**src/rtl/present_enc_core.sv**
```systemverilog
// Iterative PRESENT encryption core: one round per clock, final key addition in FIN.
// Build option: define PRESENT_KEY128_EN for the 128-bit key schedule (default is 80-bit).

module sub_byte (
   input  logic [3:0] nibble,
   output logic [3:0] sub_c
);
   // PRESENT 4-bit S-box
   always_comb begin
      sub_c = 4'h0;
      case (nibble)
         4'h0: sub_c = 4'hC;
         4'h1: sub_c = 4'h5;
         4'h2: sub_c = 4'h6;
         4'h3: sub_c = 4'hB;
         4'h4: sub_c = 4'h9;
         4'h5: sub_c = 4'h0;
         4'h6: sub_c = 4'hA;
         4'h7: sub_c = 4'hD;
         4'h8: sub_c = 4'h3;
         4'h9: sub_c = 4'hE;
         4'hA: sub_c = 4'hF;
         4'hB: sub_c = 4'h8;
         4'hC: sub_c = 4'h4;
         4'hD: sub_c = 4'h7;
         4'hE: sub_c = 4'h1;
         4'hF: sub_c = 4'h2;
         default: sub_c = 4'h0;
      endcase
   end
endmodule

module present_enc_core #(
   parameter int unsigned ROUNDS = 31,
`ifdef PRESENT_KEY128_EN
   localparam int unsigned KW = 128
`else
   localparam int unsigned KW = 80
`endif
) (
   input  logic          clk,
   input  logic          rst,
   input  logic          start,
   input  logic [63:0]   plaintext,
   input  logic [KW-1:0] key,
   output logic          busy,
   output logic          done,
   output logic [63:0]   ciphertext
);

   localparam int unsigned SW = 64;
   localparam int unsigned RW = 5;

   typedef enum logic [1:0] {IDLE, RUN, FIN} state_t;

   state_t          state, state_n;
   logic [SW-1:0]   st, st_n;
   logic [KW-1:0]   kr, kr_n;
   logic [RW-1:0]   rnd, rnd_n;
   logic            busy_n, done_n;
   logic [SW-1:0]   ct_n;

   logic [SW-1:0]   rk, mix, sb, pl;
   logic [KW-1:0]   rot, kupd;

   assign rk  = kr[KW-1 -: SW];
   assign mix = st ^ rk;

   // substitution layer
   for (genvar j = 0; j < 16; j++) begin : g_sbox
      sub_byte u_sb (.nibble(mix[4*j +: 4]), .sub_c(sb[4*j +: 4]));
   end

   // bit i lands at (16*i) mod 63; bit 63 is fixed
   for (genvar i = 0; i < 64; i++) begin : g_perm
      assign pl[(i == 63) ? 63 : ((16 * i) % 63)] = sb[i];
   end

   assign rot = {kr[KW-62:0], kr[KW-1:KW-61]};

`ifdef PRESENT_KEY128_EN
   logic [3:0] ks_hi, ks_lo;
   sub_byte u_ks_hi (.nibble(rot[127:124]), .sub_c(ks_hi));
   sub_byte u_ks_lo (.nibble(rot[123:120]), .sub_c(ks_lo));

   always_comb begin
      kupd          = rot;
      kupd[127:124] = ks_hi;
      kupd[123:120] = ks_lo;
      kupd[66:62]   = rot[66:62] ^ rnd;
   end
`else
   logic [3:0] ks_hi;
   sub_byte u_ks_hi (.nibble(rot[79:76]), .sub_c(ks_hi));

   always_comb begin
      kupd        = rot;
      kupd[79:76] = ks_hi;
      kupd[19:15] = rot[19:15] ^ rnd;
   end
`endif

   // state and datapath registers
   always_ff @(posedge clk) begin
      if (rst) begin
         state      <= IDLE;
         st         <= '0;
         kr         <= '0;
         rnd        <= '0;
         busy       <= 1'b0;
         done       <= 1'b0;
         ciphertext <= '0;
      end else begin
         state      <= state_n;
         st         <= st_n;
         kr         <= kr_n;
         rnd        <= rnd_n;
         busy       <= busy_n;
         done       <= done_n;
         ciphertext <= ct_n;
      end
   end

   // next-state and next-output logic
   always_comb begin
      state_n = state;
      st_n    = st;
      kr_n    = kr;
      rnd_n   = rnd;
      busy_n  = busy;
      done_n  = 1'b0;
      ct_n    = ciphertext;
      case (state)
         IDLE: begin
            if (start) begin
               st_n    = plaintext;
               kr_n    = key;
               rnd_n   = RW'(1);
               busy_n  = 1'b1;
               state_n = RUN;
            end
         end
         RUN: begin
            st_n = pl;
            kr_n = kupd;
            // counter parks at ROUNDS so it never wraps
            if (rnd == RW'(ROUNDS)) begin
               state_n = FIN;
            end else begin
               rnd_n = rnd + RW'(1);
            end
         end
         FIN: begin
            ct_n    = mix;
            done_n  = 1'b1;
            busy_n  = 1'b0;
            state_n = IDLE;
         end
         default: begin
            state_n = IDLE;
            busy_n  = 1'b0;
         end
      endcase
   end

endmodule

```
**config.mk**
```make
export PLATFORM = sky130hd
export DESIGN_NAME = present_enc_core
export DESIGN_NICKNAME = d
export VERILOG_FILES = /design/src/rtl/present_enc_core.sv
export SDC_FILE = /design/constraint.sdc
export NUM_CORES = 1
export LEC_CHECK = 0
export CORE_MARGIN = 3
export CORE_UTILIZATION = 29
export DETAILED_ROUTE_END_ITERATION = 6
export MAX_ROUTING_LAYER = met4
export PLACE_DENSITY_LB_ADDON = 0.08
export REMOVE_ABC_BUFFERS = 1
export SYNTH_ARGS = -nofsm -noshare
export SYNTH_HDL_FRONTEND = slang
export SYNTH_SLANG_ARGS = --single-unit
```
**constraint.sdc**
```tcl
create_clock -name clk -period 2.5 [get_ports clk]
set_input_delay 0.25 -clock clk [delete_from_list [all_inputs] [get_ports clk]]
set_output_delay 0.25 -clock clk [all_outputs]
set_load 0.05 [all_outputs]
```
# After elaboration in Yosys (flattened, before gate mapping)
# Memory sizes are Yosys's and may differ from the RTL's. A register that Yosys moved wholly into a read port is not among the register bits.
# Index checks and enable logic that the tools add are counted.
# word_totals
regBits	217
romBits	1088
inputBits	147
out_inout_bits	66
mem_count	17
# memory_table
name	words	width	read_ports	rd_clocked_by_memory_dff	wr	line_no	text
(name not given)	16	4	1	0	0	11	case (nibble)
(name not given)	16	4	1	0	0	11	
(name not given)	16	4	1	0	0	11	
(name not given)	16	4	1	0	0	11	
(name not given)	16	4	1	0	0	11	
(name not given)	16	4	1	0	0	11	
11 more memories	n/a	n/a	n/a	n/a	n/a	n/a	
# op_classes
n_addsub	1
eq_ne	6
muxes	15
bitwise	3
n_reduce_logical	6
# op_table
cell	n
case mux 80 bit (2 select lines)	1
case mux 64 bit (2 select lines)	1
2-to-1 mux 80 bit	1
2-to-1 mux 64 bit	1
bitwise XOR 64 bit	1
2-to-1 mux 5 bit	2
case mux 5 bit (2 select lines)	1
2-to-1 mux 4 bit	2
inequality test 2 bit (second input constant)	3
AND reduction 2 bit	3
adder 5 x 1 -> 5 bit (second input constant)	1
equality test 5 bit (second input constant)	1
bitwise XOR 5 bit	1
2-to-1 mux 2 bit	2
case mux 2 bit (2 select lines)	1
AND reduction 3 bit	1
equality test 2 x 1 -> 1 bit (second input constant)	1
equality test 2 bit (second input constant)	1
zero test 2 bit	1
2-to-1 mux 1 bit	2
case mux 1 bit (2 select lines)	1
nonzero test 2 bit	1
inverter 1 bit	1

# Longest topological paths before layout
# Gate-level depths: netlist (run 1).
# logic_depth
ltp_word	5
depth_mapped	10
depth_no_buf	9

# By module
# A second synthesis (run 1) with hierarchy kept.
# unflattened
cells_unflattened	1497
hier_area_um2	13320.3
# by_module_without_submodules
mod	instances	cells_each	area_each_um2	seq_area_each_um2
present_enc_core	1	1191	10172.3	4344.2
sub_byte	17	18	185.2	0.0

# Worst setup path before layout (run 1)
# Ideal clock, no wire load.
# synth_path
path_type	input-to-reg
start	input rst
end	register, netlist name u_ks_hi.sub_c[3]
arrival_ns	1.966
t_required_ns	2.427
slack_ns	0.462
cell_stages	7
path_cell_list	clkbuf_1 -> clkbuf_1 -> clkbuf_1 -> nor2_1 -> ha_1 -> mux2_4 -> o22ai_2
# synth_between
elab_chain_len	1
# synth_rtl
element	line_no	text
from (decl)	42	input logic rst,
2-to-1 mux 4 bit (no source line)	n/a	
# No other way between the ends.
# A chain may end at the register's enable or synchronous reset.

# Worst setup path after layout (run 1)
# layout_path
start	register kr[17]
end	register st[32]
# layout_between
elab_chain_len	3
# layout_rtl
element	line_no	text
from (decl)	58	logic [KW-1:0] kr, kr_n;
from (signal assigned)	116	kr <= kr_n;
bitwise XOR 64 bit	67	assign mix = st ^ rk;
via g_sbox[0].u_sb.nibble[1]	5	input logic [3:0] nibble,
memory read (16 x 4 bit)	n/a	
case mux 64 bit (2 select lines)	133	case (state)
to (signal assigned)	115	st <= st_n;
to (decl)	57	logic [SW-1:0] st, st_n;
# The timed path passes the listed nets, and every way through them passes these cells.

==> results of run 1 <==
registers in the layout, indices dropped and copies added, names as in the netlist:
signal         count
kr                80
done               1
st                64
state              2
rnd                5
busy               1
ciphertext        64
u_ks_hi.sub_c      4
worst paths after layout:
kind                                       start     end  slack [ns]  cells past startpoint
worst max-delay path                      kr[17]  st[32]        0.14                      6
worst min register to register  u_ks_hi.sub_c[0]  kr[76]        0.47                      2
worst max register to register            kr[17]  st[32]        0.14                      6
worst min-delay path                         rst  st[61]        0.14                      2
layout by cell type, fill, tap and decap left out, types with 9 or more instances in the layout:
master           Yosys  routed
a211oi_1            84      84
a21oi_1             40      40
a221oi_1            10      10
a2bb2oi_1           88      88
a311oi_1            20      20
buf_12               0       9
buf_4                2      50
clkbuf_16            0      29
clkbuf_8             0      12
clkdlybuf4s50_1      0     210
dfxtp_1            221     219
ha_1                87      87
inv_1               62      61
mux2i_1             40      40
mux4_1              10      10
mux4_2              22      22
nand2_1             60      60
nor2_1             372     372
nor3_1              84      84
o21ai_0             32      32
xnor2_1             60      59
xnor2_2             14      15
xor2_1              15      15
stage by stage:
stage                     hold slack [ns]  util [%]  setup WS (ns)  std cells
after floorplan                     0.319         -          -3.82       1357
after global placement              0.473      36.7          0.177       2205
after detailed placement            0.468      36.7          0.156       2205
after CTS                           0.120      38.9          0.127       2257
after global routing                0.148      39.0         0.0429       2257
final                               0.140      39.0          0.145       2257
per-layer routing:
metal | GRT usage (%) | vias to the layer above | share of wire, %
li1 | - | 5517 | -
met1 | 28.4 | 5395 | 49
met2 | 30.7 | 258 | 45
met3 | 2.15 | 46 | 4.1
met4 | 4.01 | 0 | 1.9
met5 | - | - | 0
repair_timing:
item                                    CTS  global route
endpoints found under the hold margin     0             0
endpoints found under the setup margin    0             1
resized for setup                         0             1
buffers inserted                          0             0
logic make-up (layout without fill, tap and decap cells):
family                     after synthesis  after routing  synth area share (%)
AOI/OAI and AO/OA                      293            293                  17.6
muxes                                   73             73                  9.27
xor gates and xnor gates                89             89                  6.99
DFF                                    221            221                  34.9
adders and majority gates               87             87                  8.60
and+or+nand+nor                        532            532                  17.1
buffers and inverters                  172            385                  5.50
power groups by stage:
stage / Combinational (mW) / Clock (mW) / Sequential, mW
after floorplan: 2.21 / 0 / 4.05
after global placement: 3.33 / 0 / 4.14
after detailed placement: 3.37 / 0 / 4.14
after CTS: 3.39 / 4.24 / 4.06
after global routing: 3.72 / 4.37 / 4.09
final: 3.36 / 4.13 / 4.06
area by class of cell:
| cell class | instances | area, um2 |
|---|---|---|
| Clock buffer | 46 | 910 |
| Multi-Input combinational cell | 1074 | 7560 |
| Sequential cell | 221 | 4430 |
| Inverter | 62 | 233 |
| Clock inverter | 6 | 33.8 |
| Fill cell | 4327 | 25900 |
| Timing Repair Buffer | 271 | 2670 |
| Tap cell | 577 | 722 |
==> summary.txt, run 1 <==
Internal -> 7.88 mW
CP Cell Sequence -> xnor2_1 > inv_1 > ha_1 > mux4_2 > mux2i_1 > a211oi_1
Endpoints failing hold -> 0
Gpl congestion -> 0.781
CTS hold repair buffers -> 0
Avg Inst Size Synth -> 8.63 um2
Syn Std Cell Area -> 0.0127 mm2
Crit path required time -> 2.90 ns
Tcrit/Tclk final -> 94.2%
Max Fclk -> 0.425 GHz
Max incr delay on CP -> 0.48 ns
Worst-margin pin slew -> 0.785 ns
Largest net degree at the start of global routing -> 99
Grt ovf -> 0
CP Capture Type -> flop
Crit path max-delay cell type -> xnor2_1
Most used DFF post-synth -> dfxtp_1
Hold Crit Class -> input port to flop
Arr. time, crit path -> 2.76 ns
CTS Root Cell -> clkbuf_16
Family with the most delay on the worst path -> multiplexers
Slew headroom -> 47.7%
Cell Area, Placed -> 0.0156 mm2
Cell taking the most area after synthesis -> dfxtp_1
Max-cap violations -> 0
Most frequent cell after synthesis -> nor2_1
Post-synth top area share -> 34.9%
# clock sinks -> 221
Die ar. -> 0.0462 mm2
Global Route Usage Sum -> 19.9%
Kind of critical path -> flop to flop
Antenna Cells -> 0
Sequential share of power -> 35.1%
Share of layout cells above drive strength 1 -> 9.58%
DR WL/cell -> 20.5 um
Post-DP HPWL -> 33300 um
# DRC -> 0
Total number of vias -> 11200
Finished layout cell area -> 0.0166 mm2
IO buf count -> 212
Via/cell ratio -> 4.97
Post-synthesis cell type count -> 48
Post-route setup TNS -> 0 ns
DRT Wirelength -> 46400 um
P_sw -> 3.67 mW
Core ar. -> 0.0425 mm2
Status -> complete, no violations
Gate Count Post-Synth -> 1467
Starting Density -> 29.8%
First-pass GRT wire length -> 70100 um
Reg clk slew, reported paths -> 0.06 ns
DRT iter0 DRCs -> 620
# setup viols final -> 0
Vias in the first global route -> 11000
Tot Pwr -> 11.5 mW
Nets -> 1893
Clock latency on the worst-skew pair -> 0.54 ns
Final Skew -> 0.0126 ns
FF+latch count, synth -> 221
I/O pin total -> 213
Crit-path max FO -> 6
Num CTS Buffers -> 29
Worst Setup Start Kind -> flop
Die H -> 215 um
Clock Path Buffers -> 3
Chip width -> 215 um
Worst path bufs/invs -> 1
Final min period -> 2.36 ns
1st-pass router iterations -> 5
Final ANT Viol Nets -> 0
Max VDD drop -> 0.000382 V
Pwr Density -> 697 mW/mm2
Layout overhead on the synthesized area -> 30.8%
Sw frac -> 31.7%
Dominant cells by area after synthesis -> dfxtp_1 (35%), nor2_1 (11%), ha_1 (8.6%), a2bb2oi_1 (6.1%), a211oi_1 (5.0%)
H-tree depth -> 1
Clk network pwr share -> 35.8%
Post-synthesis sequential area ratio -> 34.9%
Initial antenna violation count -> 0
RSZ-0062 raised after global routing -> false
TritonCTS clock tree -> done
Max Slew Vio Count -> 0
YS warnings -> 0
Proportion of power drawn by combinational gates -> 29.1%
Leakage power -> 6.78 nW
# rows -> 75
Synth cell count leaders -> nor2_1 (372), dfxtp_1 (221), a2bb2oi_1 (88)
Post-synth EDFFs -> 0
Ys async rst share -> 0%
No activity file was read; power rests on OpenSTA's default activity.
==> run 2, diff against run 1 <==
Clock period 2.5 ns to 2.7 ns, I/O delays scaled along.
==> summary.txt, run 2 (synthesized netlist as in run 1, its figures left out) <==
Total number of vias -> 11100 (-0.98%)
Final min period -> 2.39 ns (+0.0317 ns)
# DRC -> 0 (unchanged)
1st-pass router iterations -> 5 (unchanged)
DRT Wirelength -> 46200 um (-0.42%)
Slew headroom -> 49.6% (+1.9 points)
Max Slew Vio Count -> 0 (unchanged)
Layout overhead on the synthesized area -> 30.0%
Largest Register -> kr
DR WL/cell -> 20.6 um (about the same)
Worst Setup SP -> kr[17]
Hold Crit Class -> input port to flop
Largest net degree at the start of global routing -> 128 (+29%)
Pwr Density -> 644 mW/mm2 (-7.7%)
Arr. time, crit path -> 2.80 ns (+0.04 ns)
CTS hold repair buffers -> 0 (unchanged)
First-pass GRT wire length -> 69900 um (-0.18%)
Tcrit/Tclk final -> 88.4% (-5.8 points)
Most frequent cells in the layout -> nor2_1 (372), dfxtp_1 (219), clkdlybuf4s50_1 (210), a2bb2oi_1 (88), ha_1 (87)
Worst hold slack -> 0.133 ns (-0.00646 ns)
# clock sinks -> 221 (unchanged)
Crit-path max FO -> 6 (unchanged)
Core ar. -> 0.0425 mm2 (unchanged)
Global Route Usage Sum -> 20.0% (+0.062 points)
Final ANT Viol Nets -> 0 (unchanged)
Crit path required time -> 3.11 ns (+0.21 ns)
Worst Setup Start Kind -> flop
Nets -> 1883 (-0.53%)
Worst hold start -> rst
RSZ-0062 raised after global routing -> false
Initial antenna violation count -> 1 (+1)
Endpoints failing hold -> 0 (unchanged)
Vias in the first global route -> 11000 (-0.44%)
Clock latency on the worst-skew pair -> 0.56 ns (+0.02 ns)
Leakage power -> 6.72 nW (-0.96%)
Post-route setup TNS -> 0 ns (unchanged)
Max reg flops -> 80 (unchanged)
TritonCTS clock tree -> done
Max Fclk -> 0.419 GHz (-1.3%)
# setup viols final -> 0 (unchanged)
Max VDD drop -> 0.000468 V (+23%)
Max-cap violations -> 0 (unchanged)
Via/cell ratio -> 4.94 (-0.54%)
Clock Path Buffers -> 3 (unchanged)
CP Cell Sequence -> xnor2_1 > inv_1 > ha_1 > mux4_2 > mux2i_1 > a211oi_1
Grt ovf -> 0 (unchanged)
IO buf count -> 212 (unchanged)
Reg2reg start -> kr[17]
Top Registers -> kr: 80 flops, ciphertext: 64 flops, st: 64 flops
Num CTS Buffers -> 28 (-3.4%)
Status -> complete, no violations
# rows -> 75 (unchanged)
Starting Density -> 29.8% (unchanged)
H-tree depth -> 1 (unchanged)
Post-CTS setup buffer count -> 0 (unchanged)
Share of layout cells above drive strength 1 -> 9.04% (-0.54 points)
Chip width -> 215 um (unchanged)
Die ar. -> 0.0462 mm2 (unchanged)
Antenna Cells -> 0 (unchanged)
Gates resized, CTS repair -> 0 (unchanged)
Family with the most delay on the worst path -> multiplexers
Die H -> 215 um (unchanged)
Crit path max-delay cell type -> xnor2_1
I/O pin total -> 213 (unchanged)
CTS Root Cell -> clkbuf_16
Kind of critical path -> flop to flop
Final Skew -> 0.00992 ns (-0.00270 ns)
Max incr delay on CP -> 0.50 ns (+0.02 ns)
Gpl congestion -> 0.817 (+4.6%)
CP Capture Type -> flop
Worst-margin pin slew -> 0.751 ns (-0.0339 ns)
Commonest non-fill, non-tap cell in the layout -> nor2_1
Worst path bufs/invs -> 1 (unchanged)
Reg clk slew, reported paths -> 0.06 ns (about the same)
DRT iter0 DRCs -> 663 (+6.9%)
Post-DP HPWL -> 32600 um (-2.2%)
[run 2: area by class of cell]
cell class / instances / area (um2)
repair buffers: 262 / 2610
multi-input cells: 1074 / 7560
inverters: 62 / 233
fillers: 4379 / 26100
well taps: 577 / 722
flip-flops and latches: 221 / 4430
clock buffers: 39 / 823
clock inverters: 12 / 87.6
[run 2: metrics by stage]
step | std cells | worst slack (ns) | total power [mW] | cell area (um2) | utilization [%]
3_5_place_dp | 2196 | 0.291 | 6.95 | 15500 | 36.6
2_1_floorplan | 1357 | -3.62 | 5.79 | 12200 | -
3_3_place_gp | 2196 | 0.289 | 6.91 | 15500 | 36.6
6_report | 2247 | 0.313 | 10.6 | 16500 | 38.7
5_1_grt | 2247 | 0.132 | 11.2 | 16500 | 38.7
4_1_cts | 2247 | 0.273 | 10.7 | 16500 | 38.7
[run 2: final timing paths]
| path | end | slack, ns | depth (start not counted) |
|---|---|---|---|
| hold / removal | st[48] | 0.13 | 2 |
| setup / recovery | st[32] | 0.31 | 6 |
| setup reg to reg | st[32] | 0.31 | 6 |
| hold reg to reg | kr[76] | 0.47 | 2 |
[run 2: power breakdown]
group,internal (mW),switching [mW]
sequential,3.50,0.260
clock,2.21,1.52
combinational,1.50,1.60
[run 2: per-layer routing]
layer	wire (um)	vias to the layer above	track usage, %
met4	1020	0	4.44
met1	21900	5275	27.7
li1	-	5476	-
met2	20800	302	31.0
met5	0	-	-
met3	2490	53	2.90
[run 2: worst reg2reg max path: stages (launching register included)]
cell,delay [ns]
dfxtp_1,0.36
xnor2_1,0.50
inv_1,0.18
ha_1,0.35
mux4_2,0.46
mux2i_1,0.28
a211oi_1,0.12
